### src/rtl/instruction_fetch.sv
// Instruction fetch stage: samples the PC, issues one outstanding read to
// instruction memory, captures the returned word and hands it to decode over
// a valid/ready handshake, pulsing the PC to advance by one per fetch.
//
// Ports:
//   clock, reset_enable         rising-edge clock, async active-high reset
//   fetch_enable, flush         fetch permission (level), synchronous flush
//   pc_value                    current PC
//   pc_update_enable/value      one-cycle PC increment request (+1)
//   mem_addr, mem_read_enable   read address and one-cycle read strobe
//   mem_ready, mem_data         memory response
//   instruction, instruction_addr, instruction_valid, decode_ready
//                               decode-side handshake
//   fetch_error                 sticky memory timeout flag
module instruction_fetch #(
  parameter int unsigned WORD_SIZE      = 16,
  parameter int unsigned MEM_ADDR_SIZE  = 8,
  parameter int unsigned TIMEOUT_CYCLES = 15
) (
  input  logic                     clock,
  input  logic                     reset_enable,
  input  logic                     fetch_enable,
  input  logic                     flush,
  input  logic [MEM_ADDR_SIZE-1:0] pc_value,
  output logic                     pc_update_enable,
  output logic [WORD_SIZE-1:0]     pc_update_value,
  output logic [MEM_ADDR_SIZE-1:0] mem_addr,
  output logic                     mem_read_enable,
  input  logic                     mem_ready,
  input  logic [WORD_SIZE-1:0]     mem_data,
  output logic [WORD_SIZE-1:0]     instruction,
  output logic [MEM_ADDR_SIZE-1:0] instruction_addr,
  output logic                     instruction_valid,
  input  logic                     decode_ready,
  output logic                     fetch_error
);

  // One spare bit so the counter cannot wrap before reaching a 255 limit.
  localparam int unsigned     CNT_W   = 9;
  localparam logic [CNT_W-1:0] TIMEOUT = CNT_W'(TIMEOUT_CYCLES);

  typedef enum logic [2:0] {
    IDLE,
    FETCH,
    WAIT_MEM,
    HOLD,
    DRAIN
  } state_t;

  state_t                   state;
  logic [CNT_W-1:0]         wait_cnt;
  logic [CNT_W-1:0]         wait_cnt_inc_c;
  logic                     timeout_c;
  logic [MEM_ADDR_SIZE-1:0] next_pc_c;

  assign wait_cnt_inc_c = wait_cnt + CNT_W'(1);
  assign timeout_c      = (wait_cnt_inc_c >= TIMEOUT);

  // A handshake in the first HOLD cycle coincides with the PC increment
  // landing, so pc_value is still the old PC; forward the pending +1.
  assign next_pc_c = pc_value + MEM_ADDR_SIZE'(pc_update_enable);

  // Fetch FSM with registered outputs.
  always_ff @(posedge clock or posedge reset_enable) begin
    if (reset_enable) begin
      state             <= IDLE;
      wait_cnt          <= '0;
      pc_update_enable  <= 1'b0;
      pc_update_value   <= '0;
      mem_addr          <= '0;
      mem_read_enable   <= 1'b0;
      instruction       <= '0;
      instruction_addr  <= '0;
      instruction_valid <= 1'b0;
      fetch_error       <= 1'b0;
    end else begin
      mem_read_enable  <= 1'b0;
      pc_update_enable <= 1'b0;
      pc_update_value  <= '0;

      case (state)
        IDLE: begin
          if (flush) begin
            instruction_valid <= 1'b0;
            fetch_error       <= 1'b0;
          end else if (fetch_enable && !fetch_error) begin
            state           <= FETCH;
            mem_read_enable <= 1'b1;
            mem_addr        <= next_pc_c;
            wait_cnt        <= '0;
          end
        end

        FETCH: begin
          wait_cnt <= '0;
          if (flush) begin
            // Request already issued: its response must be drained.
            instruction_valid <= 1'b0;
            fetch_error       <= 1'b0;
            state             <= DRAIN;
          end else begin
            state <= WAIT_MEM;
          end
        end

        WAIT_MEM: begin
          wait_cnt <= wait_cnt_inc_c;
          if (flush) begin
            fetch_error <= 1'b0;
            state       <= mem_ready ? IDLE : DRAIN;
          end else if (mem_ready) begin
            instruction       <= mem_data;
            instruction_addr  <= mem_addr;
            instruction_valid <= 1'b1;
            pc_update_enable  <= 1'b1;
            pc_update_value   <= WORD_SIZE'(1);
            state             <= HOLD;
          end else if (timeout_c) begin
            fetch_error <= 1'b1;
            state       <= IDLE;
          end
        end

        HOLD: begin
          if (flush) begin
            instruction_valid <= 1'b0;
            fetch_error       <= 1'b0;
            state             <= IDLE;
          end else if (decode_ready) begin
            instruction_valid <= 1'b0;
            if (fetch_enable) begin
              state           <= FETCH;
              mem_read_enable <= 1'b1;
              mem_addr        <= next_pc_c;
              wait_cnt        <= '0;
            end else begin
              state <= IDLE;
            end
          end
        end

        DRAIN: begin
          // Discard the flushed response; a lost response ends silently.
          wait_cnt <= wait_cnt_inc_c;
          if (mem_ready || timeout_c) begin
            state <= IDLE;
          end
        end

        default: state <= IDLE;
      endcase
    end
  end

endmodule

### config.mk
export PLATFORM = sky130hd
export DESIGN_NAME = instruction_fetch
export DESIGN_NICKNAME = d
export VERILOG_FILES = /design/src/rtl/instruction_fetch.sv
export SDC_FILE = /design/constraint.sdc
export NUM_CORES = 1
export LEC_CHECK = 0
export ABC_AREA = 1
export CAP_MARGIN = 20
export CORE_MARGIN = 5
export CORE_UTILIZATION = 36
export DETAILED_ROUTE_END_ITERATION = 10
export HOLD_SLACK_MARGIN = 0.05
export PLACE_DENSITY = 0.65
export SLEW_MARGIN = 10
export SYNTH_ARGS = -nofsm -noshare
export SYNTH_HDL_FRONTEND = slang
export SYNTH_SLANG_ARGS = --single-unit
### constraint.sdc
create_clock -name clock -period 2.6 [get_ports clock]
set_clock_uncertainty 0.05 [all_clocks]
set_input_delay 0.52 -clock clock [delete_from_list [all_inputs] [get_ports clock]]
set_output_delay 0.52 -clock clock [all_outputs]
set_load 0.01 [all_outputs]
After elaboration in Yosys (flattened, before gate mapping)
Index checks and enable logic that the tools add are counted.
W data, S select, Z words.

word-level totals
  bits in latches = 0
  RAM bits = 0
  ROM bits = 0
  bits of input ports = 30
  memories = 0
  output and inout bits = 52
  bits in registers = 64
  logic and storage cells = 95

cells by class
  $lt $le $gt $ge = 1
  div/mod/pow operators = 0
  reduce and logical (&&, ||, !) cells = 17
  multiply operators = 0
  multiplexer cells = 46
  $add $sub $neg = 2
  bitwise logic cells = 1
  eq/ne operators = 18
  shifts and indexed selects = 0

operators with widths
  kind                   number
  $mux W9                5
  $mux W8                5
  $pmux W9 S4            1
  $mux W3                10
  $mux W1                20
  $ne A2 B2 Y1 const B   8
  $pmux W8 S2            1
  $pmux W3 S5            1
  $reduce_and A6 Y1      2
  $reduce_and A5 Y1      2
  $add A9 B1 Y9 const B  1
  $ge A9 B4 Y1 const B   1
  $ne A3 B3 Y1 const B   3
  $add A8 B1 Y8          1
  $eq A3 B2 Y1 const B   2
  $ne A2 B1 Y1 const B   2
  $ne A4 B4 Y1 const B   1
  $pmux W1 S2            2
  $reduce_and A4 Y1      1
  $reduce_bool A2 Y1     2
  $reduce_bool A4 Y1     1
  $reduce_or A2 Y1       2
  $eq A3 B1 Y1 const B   1
  $eq A3 B3 Y1 const B   1
  other kinds (9)        9

Depth between registers and ports, before layout
Gate-level depths: netlist of run 1.

  depth after elaboration = 6
  depth in mapped cells = 12
  depth with buffers taken out = 12

Worst setup path after synthesis of run 1
Ideal clock, no wire load.

  path type = register to register
  start point = register wait_cnt[0]
  end point = register state[1]
  setup slack = 1.122 ns
  clock period less this slack = 1.478 ns
  arrival = 1.309 ns
  data required time = 2.431 ns
  setup time = 0.119 ns
  stages on the path, launching flop included = 13
  buffers on the path = 0
  cells stage by stage = dfrtp_1 -> inv_1 -> ha_1 -> nor2_1 -> nor2_1 -> nor2_1 -> nand2_1 -> nand2_1 -> nor2_1 -> nand3_1 -> nand2_1 -> nand2_1 -> nand2_1

between the ends
  longest elaborated chain between the ends = 5
  elaborated cells between the ends (all ways) = 6
  classes of those cells = add/sub (1); order compare (1); eq/ne (2); reduce/logical (2)

ends and longest elaborated chain
  item                             RTL line  source
  start, declared                  51        logic [CNT_W-1:0] wait_cnt;
  start signal, assigned           107       wait_cnt <= wait_cnt_inc_c;
  start signal, assigned           144       wait_cnt <= wait_cnt_inc_c;
  $add A9 B1 Y9 (*)                56        assign wait_cnt_inc_c = wait_cnt + CNT_W'(1);
  $ge A9 B4 Y1 (*)                 57        assign timeout_c = (wait_cnt_inc_c >= TIMEOUT);
  $logic_or A1 B1 Y1               145       if (mem_ready || timeout_c) begin
  $ne A2 B2 Y1 (no line)           -
  $reduce_and A5 Y1 (no line) (*)  -
  end signal, assigned             110       state <= mem_ready ? IDLE : DRAIN;
  end, declared                    50        state_t state;

Every way passes the cells marked *; elsewhere a longest branch is shown, timed or not.
A chain may end at the register's enable or synchronous reset.

==> summary.txt, run 1 <==
Status
  • Status: complete, no violations

Place
  • DP HPWL: 4306 microns
  • IO Port Bufs: 66
  • GP Congestion: 0.8163
  • Post-place instance area: 3192 sq um

Setup path
  • Crit-path slowest cell: clkdlybuf4s50_1
  • Reg2Reg Depth: 9
  • Critical Path Source Type: flip-flop
  • Crit-path leading delay family: buffers and inverters
  • WP buf/inv: 1
  • Flop2flop setup slack: 800 ps
  • Critical Path RT: 2030 ps
  • Critical Path Max Stage Delay: 570 ps
  • CP max FO: 3
  • CP arrival: 1260 ps
  • RR Startpoint: wait_cnt[1]
  • CP endpoint kind: output pin
  • Critical path cell sequence: clkdlybuf4s50_1
  • Setup CP Type: flip-flop to output pin
  • R2r endpoint: state[1]

Floorplanning
  • Die area: 8726 sq um
  • Initial Util: 36.87%
  • Die width: 93.42 microns
  • I/O pin cnt: 82
  • Std cell rows: 30
  • Die height: 93.42 microns
  • Core Area: 6794 sq um

Detailed routing
  • Initial drt markers: 122
  • # DRC: 0
  • DR vias: 2094
  • DRT antenna net count: 0
  • Avg Vias per Cell: 4.446
  • Routed wire per std cell: 12.08 microns
  • DRT Wirelength: 5688 microns
  • Drt pass-1 iters: 4

STA
  • Max Freq: 545.6 MHz
  • Slew HR: 59.60%
  • Tmin final: 1833 ps
  • Setup TNS: 0 ps
  • Fin. Hold Viols: 0
  • RSZ-0062 raised after global routing: false
  • Max Slew Vio Count: 0
  • Crit share post-route: 70.50%
  • Worst Tran Pin Value: 606.0 ps
  • Finish-stage setup viols: 0

Synth
  • Post-Synth Adder-Cell Area: 1.998%
  • Cell taking the most area after synthesis: dfrtp_1
  • Compound-gate portion of the synthesized area: 9.890%
  • Most used flip-flop cell after synthesis: dfrtp_1
  • Cells after Synth: 306
  • Post-synth EDFFs: 0
  • Sequential-to-total area share from yosys stat: 47.95%
  • Mapped Area: 2505 sq um
  • Count leader, synth: nand2_1
  • Synth Area in Simple Gates: 25.62%
  • Post-synthesis xor/xnor area fraction: 1.748%
  • Area share of the largest cell type after synthesis: 47.95%
  • Post-synthesis register bit count: 48
  • Mux cell area share after synthesis: 0%
  • Yosys warnings: 0
  • Cell variety after synth: 31
  • Leading post-synthesis cells by cell area: dfrtp_1, nand2_1, inv_1, buf_4, o21ai_1
  • Mapped Avg Cell Area: 8.186 sq um
  • Largest family of logic cells by synthesized area: simple AND/OR/NAND/NOR gates
  • Top cells by count, synth: nand2_1, dfrtp_1, inv_1, buf_4
  • FFs w/ async S/R, synth: 100.0%

Global routing
  • First-pass GRT wire length: 9998 microns
  • Number of global-route vias before repair: 2185
  • Gr ovfl total: 0
  • GRT Total Usage: 14.25%
  • Largest net degree at the start of global routing: 49
  • Initial antenna violation count: 0

Final layout
  • Share of layout cells above drive strength 1: 7.200%
  • Synthesis-to-finish area growth: 31.17%
  • Finished Cell Area: 3286 sq um
  • # diodes: 0
  • NumNets Final: 408

CTS
  • CTS Hold Bufs: 0
  • Clk root buf: clkbuf_8
  • CTS tree: yes
  • Setup repair bufs after CTS: 0
  • CTS sink cnt: 48
  • H-tree levels: 2
  • Clock Path Buffers: 2
  • Total CTS buffers: 5
  • Worst skew pair latency: 300 ps
  • Clock slew at reported path FFs: 90 ps
  • Post_cts resized: 0

Hold path
  • Hold endpoint: instruction[13]
  • Hold path depth: 2
  • Hold Path Origin: instruction[13]
  • Min-Delay Path Class: flip-flop to flip-flop

Pwr
  • Power per Cell Area: 946.4 nW/um^2
  • Pwr Total: 3.110 mW
  • Lkg Pwr: 1.581 nW
  • Max VDD drop: 489.9 uV

Job
  • Max-cap viol count: 0
## logic make-up (layout without fill, tap and decap cells)
kind of cell | count (synthesis) | count (layout)
buffers and inverters | 58 | 113
AND/OR/NAND/NOR | 149 | 149
AO/OA/AOI/OAI | 41 | 41
flip-flops | 48 | 48
XOR/XNOR | 5 | 5
other | 1 | 15
adder cells (fa/ha/maj) | 4 | 4
## cell usage in the layout (no fill, tap or decap), drive strengths merged
cell type / netlist / layout
a211oi: 1 / 1
a21oi: 4 / 4
buf: 22 / 3
clkbuf: 0 / 7
clkdlybuf4s50: 0 / 66
clkinvlp: 0 / 1
conb: 1 / 15
dfrtp: 48 / 48
ha: 4 / 4
inv: 36 / 36
nand2: 111 / 111
nand3: 13 / 13
nand3b: 1 / 1
nand4: 3 / 3
nor2: 19 / 19
nor3: 2 / 2
o2111ai: 1 / 1
o211a: 1 / 1
o211ai: 1 / 1
o21ai: 28 / 28
o22ai: 5 / 5
xnor2: 2 / 2
xor2: 3 / 3
## per-stage QoR
stage / hold WS (ps) / util (%) / setup slack (ps) / std cells
after CTS: 429.8 / 48.36 / 730.3 / 471
after global placement: 403.4 / 46.98 / 462.9 / 463
final: 423.0 / 48.36 / 767.0 / 471
after floorplan: 454.5 / - / 885.5 / 320
after global routing: 454.4 / 48.36 / 553.4 / 471
after detailed placement: 408.9 / 46.98 / 492.8 / 463
## per-layer routing
metal	routed length (microns)	up-vias	track usage, %	share of wire [%]
met5	0	-	0	0
li1	-	1061	-	-
met3	555	11	5.873	9.8
met4	96	0	4.151	1.7
met1	2404	956	17.09	42
met2	2631	66	23.35	46
## where the power goes
| group | switching (mW) | internal (mW) |
|---|---|---|
| Sequential | 0.198 | 1.03 |
| Combinational | 0.700 | 0.707 |
| Clock | 0.254 | 0.217 |
## how the worst max path moves through the flow
stage,from,end,slack [ps],cells past startpoint
3_3_place_gp,fetch_enable,wait_cnt[4],460,8
6_report,pc_update_value[0],pc_update_enable,770,1
5_1_grt,wait_cnt[1],state[1],550,9
2_1_floorplan,reset_enable,fetch_error,890,1
4_1_cts,pc_update_value[0],pc_update_enable,730,1
3_5_place_dp,flush,mem_addr[3],490,6
## sequential cells by signal (all words and copies together) (netlist names)
signal	flops
fetch_error	1
instruction	16
instruction_addr	8
instruction_valid	1
mem_addr	8
mem_read_enable	1
pc_update_value	1
state	3
wait_cnt	9
## area by class of cell
class                   instances  area (sq um)
fillers                       642          3508
clock inverters                 1         7.507
clock buffers                   7         86.33
multi-input cells             214          1040
flip-flops and latches         48          1201
well taps                      96         120.1
repair buffers                 69         695.7
inverters                      36         135.1
Power figures use the tool's default switching activity.
==> run 2, diff against run 1 <==
PLACE_DENSITY = 0.68   (was 0.65)
clock period = 1.61 ns   (was 2.6 ns; I/O delays follow)
==> run 2 against run 1 <==
Net effect:
- final area up 8.9%
- clock power rose by 83%
- utilization up 4.3 points
- first-iteration DRC count shrank 41%
- cell count up 3.6%
- sequential share of layout area decreased by 2.9 points
- largest cell class unchanged
==> summary.txt, run 2 (synthesis results as in run 1) <==
Final layout
  • Register area: 1206 sq um (+0.42%)
  • Final Util: 52.69% (+4.3 points)
  • Commonest non-fill, non-tap cells in the layout: nand2_1, dfrtp_1, clkdlybuf4s50_1
  • Area of the multi-input gates: 1110 sq um (+6.7%)
  • NumNets Final: 425 (+4.2%)
  • Commonest non-fill, non-tap cell in the layout: nand2_1
  • Max reg flops: 16 (unchanged)
  • Reg with most FFs: instruction
  • Share of layout cells above drive strength 1: 16.07% (+8.9 points)
  • # fillers: 651 (+1.4%)
  • # diodes: 0 (unchanged)
  • Biggest regs: instruction x16, wait_cnt x9
  • Synthesis-to-finish area growth: 42.91%

STA
  • Fin. Hold Viols: 0 (unchanged)
  • Crit share post-route: 99.45%
  • Tmin final: 1601 ps
  • RSZ-0062 raised after global routing: true
  • Max Freq: 624.5 MHz
  • Finish-stage setup viols: 0 (unchanged)
  • Max Slew Vio Count: 0 (unchanged)

Detailed routing
  • Avg Vias per Cell: 4.441 (-0.12%)
  • Routed wire per std cell: 12.17 microns (+0.79%)
  • DR vias: 2167 (+3.5%)
  • Drt pass-1 iters: 4 (unchanged)
  • Initial drt markers: 72 (-41%)
  • DRT antenna net count: 0 (unchanged)
  • DRT Wirelength: 5940 microns (+4.4%)
  • # DRC: 0 (unchanged)

Setup path
  • CP max FO: 4 (+1)
  • CP arrival: 1790 ps (+530 ps)
  • CP endpoint kind: flip-flop
  • Critical Path RT: 1800 ps (-230 ps)
  • Setup CP Type: flip-flop to flip-flop
  • Critical Path Source Type: flip-flop

Pwr
  • Lkg Pwr: 1.972 nW (+25%)
  • Pwr Total: 5.284 mW (+70%)
  • Max VDD drop: 788.8 uV (+61%)
  • Power per Cell Area: 1476 nW/um^2 (+56%)

CTS
  • CTS tree: yes
  • CTS sink cnt: 48 (unchanged)
  • CTS Hold Bufs: 0 (unchanged)
  • Clock Path Buffers: 2 (unchanged)
  • Clock slew at reported path FFs: 90 ps (about the same)
  • Total CTS buffers: 5 (unchanged)
  • Clk root buf: clkbuf_8
  • Worst skew pair latency: 300 ps (about the same)
  • H-tree levels: 2 (unchanged)

Global routing
  • GRT Total Usage: 14.11% (-0.14 points)
  • First-pass GRT wire length: 9991 microns (about the same)
  • Initial antenna violation count: 0 (unchanged)
  • Gr ovfl total: 0 (unchanged)
  • Number of global-route vias before repair: 2181 (-0.18%)
  • Largest net degree at the start of global routing: 49 (unchanged)

Place
  • GP Congestion: 0.8933 (+9.4%)
  • DP HPWL: 4393 microns (+2.0%)
  • IO Port Bufs: 66 (unchanged)

Floorplanning
  • I/O pin cnt: 82 (unchanged)
  • Die area: 8726 sq um (unchanged)
  • Std cell rows: 30 (unchanged)
  • Die height: 93.42 microns (unchanged)
  • Die width: 93.42 microns (unchanged)
  • Core Area: 6794 sq um (unchanged)
  • Initial Util: 36.87% (unchanged)

Status
  • Status: complete, no violations

Hold path
  • Min-Delay Path Class: input port to asynchronous set/reset pin

Job
  • Max-cap viol count: 0 (unchanged)
run 2: cell count changes in the layout (fill, tap and decap cells not counted), moves of 4 or more:
cell,change
buf_4,+14
clkdlybuf4s50_1,-26
dfrtp_1,-4
dfrtp_2,+4
dlygate4sd2_1,+5
dlymetal6s2s_1,+21
nand3_1,-4
nand3_2,+4
nor2_1,-5
nor2_2,+4
run 2: worst paths after layout:
check | from | slack [ps] | cells after the start | endpoint
setup / recovery | wait_cnt[1] | 9 | 11 | state[1]
hold / removal | reset_enable | 330 | 3 | wait_cnt[4]
setup reg to reg | wait_cnt[1] | 9 | 11 | state[1]
hold reg to reg | instruction[10] | 420 | 2 | instruction[10]
max in group asynchronous | reset_enable | 950 | 3 | state[1]
min in group clock | instruction[10] | 420 | 2 | instruction[10]
run 2: routing by layer:
metal  global-route usage, %  vias to the layer above  share of wire (%)
met4                   2.930                        0               0.81
met5                       0                        -                  0
met2                   22.81                       61                 47
li1                        -                     1096                  -
met3                   5.632                        5                9.4
met1                   17.79                     1005                 42
run 2: power by group:
group          internal, mW  switching, mW  total, mW
registers              1.68          0.325       2.00
logic                  1.22           1.21       2.42
clock network         0.461          0.401      0.862
total                  3.35           1.93       5.28
run 2: final cells by class:
cell class / count / area share (%)
inverters: 36 / 3.845
clock buffers: 6 / 2.027
multi-input cells: 214 / 31.00
clock inverters: 2 / 0.9787
well taps: 96 / 3.355
flip-flops and latches: 48 / 33.69
repair buffers: 86 / 25.10
run 2: critical path, cell delays in order (launching register included):
cell,delay [ps]
dfrtp_2,440
buf_4,150
nand2_1,60
nor2_2,130
nand3_1,90
nand2_1,110
nand2_1,80
nor2_2,150
nand3_2,90
nand2_2,100
nand2_1,50
nand2_1,50
run 2: timing repair:
action	4_1_cts	5_1_grt
buffers inserted	0	2
resized for setup	7	43
pin swaps	0	9
endpoints found under the setup margin	9	56
run 2: metrics by stage:
stage	TNS [ps]	cells	instance area [sq um]	setup WS (ps)	hold slack [ps]
4_1_cts	0	486	3438	3.296	340.8
3_5_place_dp	-4830	478	3329	-171.1	408.3
6_report	0	488	3580	8.794	325.7
2_1_floorplan	0	320	2557	93.53	388.6
3_3_place_gp	-4056	478	3329	-158.0	403.1
5_1_grt	-498.1	488	3580	-119.6	359.1
==> run 3, diff against run 2 <==
CELL_PAD_IN_SITES_DETAIL_PLACEMENT = 1   (was default)
CELL_PAD_IN_SITES_GLOBAL_PLACEMENT = 2   (was default)
CORE_UTILIZATION = 23   (was 36)
PLACE_DENSITY = default   (was 0.68)
PLACE_DENSITY_LB_ADDON = 0.1   (was default)
==> run 3 against run 2 <==
Net effect:
- the flow now finishes with violations (setup timing)
- utilization decreased by 18 points
- sequential power hardly changed
- register-to-register slack worse by 60 ps
- global-route usage down 2.5 points
- maximum frequency is 3.6% lower
- clock power is 13% higher
- combinational power increased by 2%
- clock-buffer cell count did not move
- wire length increased by 23%
- power increased by 2.4%
- critical endpoint unchanged
==> summary.txt, run 3 (synthesis results as in run 1) <==
Global routing
  • Number of global-route vias before repair: 2442 (+12%)
  • GRT Total Usage: 11.64% (-2.5 points)
  • Initial antenna violation count: 0 (unchanged)
  • Largest net degree at the start of global routing: 49 (unchanged)
  • Gr ovfl total: 0 (unchanged)
  • First-pass GRT wire length: 11950 microns (+20%)

Setup path
  • Setup CP Type: flip-flop to flip-flop
  • CP endpoint kind: flip-flop
  • CP arrival: 1860 ps (+70 ps)
  • CP max FO: 3 (-1)
  • Crit-path slowest cell: dfrtp_1
  • Crit-path leading delay family: simple AND/OR/NAND/NOR gates
  • Critical Path RT: 1810 ps (about the same)
  • Top cell by count, worst path: nand2_1
  • WP buf/inv: 1 (unchanged)
  • Critical Path Stages: 12 (+1)
  • Reg2Reg Depth: 12 (+1)
  • Critical Path Max Stage Delay: 440 ps (about the same)
  • Critical Path Source Type: flip-flop
  • Critical path cell sequence: inv_2 -> ha_4 -> nor2_1 -> nor2_1 -> nor2_1 -> nand2_1 -> nand2_1 -> nor2_2 -> nand3_2 -> nand2_2 -> nand2_1 -> nand2_1

Floorplanning
  • Die area: 13080 sq um (+50%)
  • Initial Util: 23.31% (-14 points)
  • Std cell rows: 38 (+27%)
  • Die width: 114.4 microns (+22%)
  • Die height: 114.4 microns (+22%)
  • Core Area: 10750 sq um (+58%)
  • I/O pin cnt: 82 (unchanged)

Place
  • Dpl cells: 537 (+12%)
  • IO Port Bufs: 66 (unchanged)
  • GP Congestion: 0.7285 (-18%)
  • DP HPWL: 5438 microns (+24%)

Pwr
  • Pwr Total: 5.412 mW (+2.4%)
  • Max VDD drop: 464.8 uV (-41%)
  • Lkg Pwr: 1.938 nW (-1.7%)
  • Power per Cell Area: 1457 nW/um^2 (-1.3%)

STA
  • RSZ-0062 raised after global routing: true
  • Max Slew Vio Count: 0 (unchanged)
  • Fin. Hold Viols: 0 (unchanged)
  • Max Freq: 602.1 MHz (-3.6%)
  • Crit share post-route: 103.2% (+3.7 points)
  • Hold WS: 294.7 ps (-31.04 ps)
  • Finish-stage setup viols: 3 (+3)
  • Final worst slack: -50.74 ps (-59.53 ps)
  • Tmin final: 1661 ps (+59.53 ps)

Final layout
  • Share of layout cells above drive strength 1: 19.42% (+3.3 points)
  • Max reg flops: 16 (unchanged)
  • Reg with most FFs: instruction
  • Synthesis-to-finish area growth: 48.30%
  • Commonest non-fill, non-tap cells in the layout: nand2_1, dfrtp_1, buf_4
  • NumNets Final: 445 (+4.7%)
  • Commonest non-fill, non-tap cell in the layout: nand2_1
  • Non-Filler Instances: 552 (+13%)
  • # fillers: 1327 (+100%)
  • Biggest regs: instruction x16, wait_cnt x9
  • # diodes: 0 (unchanged)

Detailed routing
  • Drt pass-1 iters: 4 (unchanged)
  • Initial drt markers: 45 (-38%)
  • # DRC: 0 (unchanged)
  • DRT antenna net count: 0 (unchanged)
  • DRT Wirelength: 7312 microns (+23%)
  • Avg Vias per Cell: 4.063 (-8.5%)
  • DR vias: 2243 (+3.5%)
  • Routed wire per std cell: 13.25 microns (+8.8%)

CTS
  • Worst skew pair latency: 320 ps (+20 ps)
  • H-tree levels: 2 (unchanged)
  • CTS tree: yes
  • CTS Hold Bufs: 0 (unchanged)
  • Clock Path Buffers: 2 (unchanged)
  • Clock slew at reported path FFs: 110 ps (+20 ps)
  • Clk root buf: clkbuf_8
  • Total CTS buffers: 5 (unchanged)
  • CTS sink cnt: 48 (unchanged)

Hold path
  • Min-Delay Path Class: input port to asynchronous set/reset pin

Status
  • Failing checks: setup timing
  • Status: finished with violations

Job
  • Max-cap viol count: 0 (unchanged)
[run 3: worst min-delay path, stage by stage]
cell and delay [ps]:
clkdlybuf4s50_1 410, inv_2 70, buf_12 250
[run 3: timing repair]
action	in CTS	in global routing
pin swaps	5	6
setup endpoints to repair	37	27
setup buffers	4	3
resized for setup	45	13
[run 3: metrics by stage]
stage	utilization, %	instance area [sq um]	setup TNS (ps)	worst slack [ps]
CTS	33.86	3638	-129.4	-51.07
global route	34.57	3715	-679.1	-188.0
detailed placement	32.55	3497	-7151	-209.4
floorplan	-	2557	0	93.53
finish	34.57	3715	-114.0	-50.74
global placement	32.55	3497	-7485	-205.8
[run 3: worst paths after layout]
kind | slack, ps | end | start
worst min-delay path | 290 | wait_cnt[3] | reset_enable
max in group asynchronous | 930 | state[1] | reset_enable
worst max-delay path | -50 | state[1] | wait_cnt[0]
worst max register to register | -50 | state[1] | wait_cnt[0]
min in group clock | 430 | instruction_valid | instruction_valid
worst min register to register | 430 | instruction_valid | instruction_valid
[run 3: final cells by class]
class	count	area [sq um]	share of cell area, %
sequential	48	1204	32.40
multi-input combinational	214	1105	29.74
timing repair buffer	106	974.7	26.24
tap	140	175.2	4.715
inverter	36	135.1	3.638
clock buffer	6	82.58	2.223
clock inverter	2	38.79	1.044
[run 3: report_power, final]
part / internal [mW] / leakage [nW] / switching, mW / total (mW)
Clock: 0.509 / 0.0614 / 0.468 / 0.977
Sequential: 1.67 / 0.617 / 0.298 / 1.97
Combinational: 1.17 / 1.26 / 1.30 / 2.47
Total: 3.35 / 1.94 / 2.06 / 5.41
[run 3: per-layer routing]
| metal | wire length [microns] | GRT usage, % |
|---|---|---|
| met1 | 3371 | 14.43 |
| met2 | 3329 | 18.31 |
| met3 | 505 | 4.757 |
| met4 | 105 | 4.038 |
| met5 | 0 | 0 |
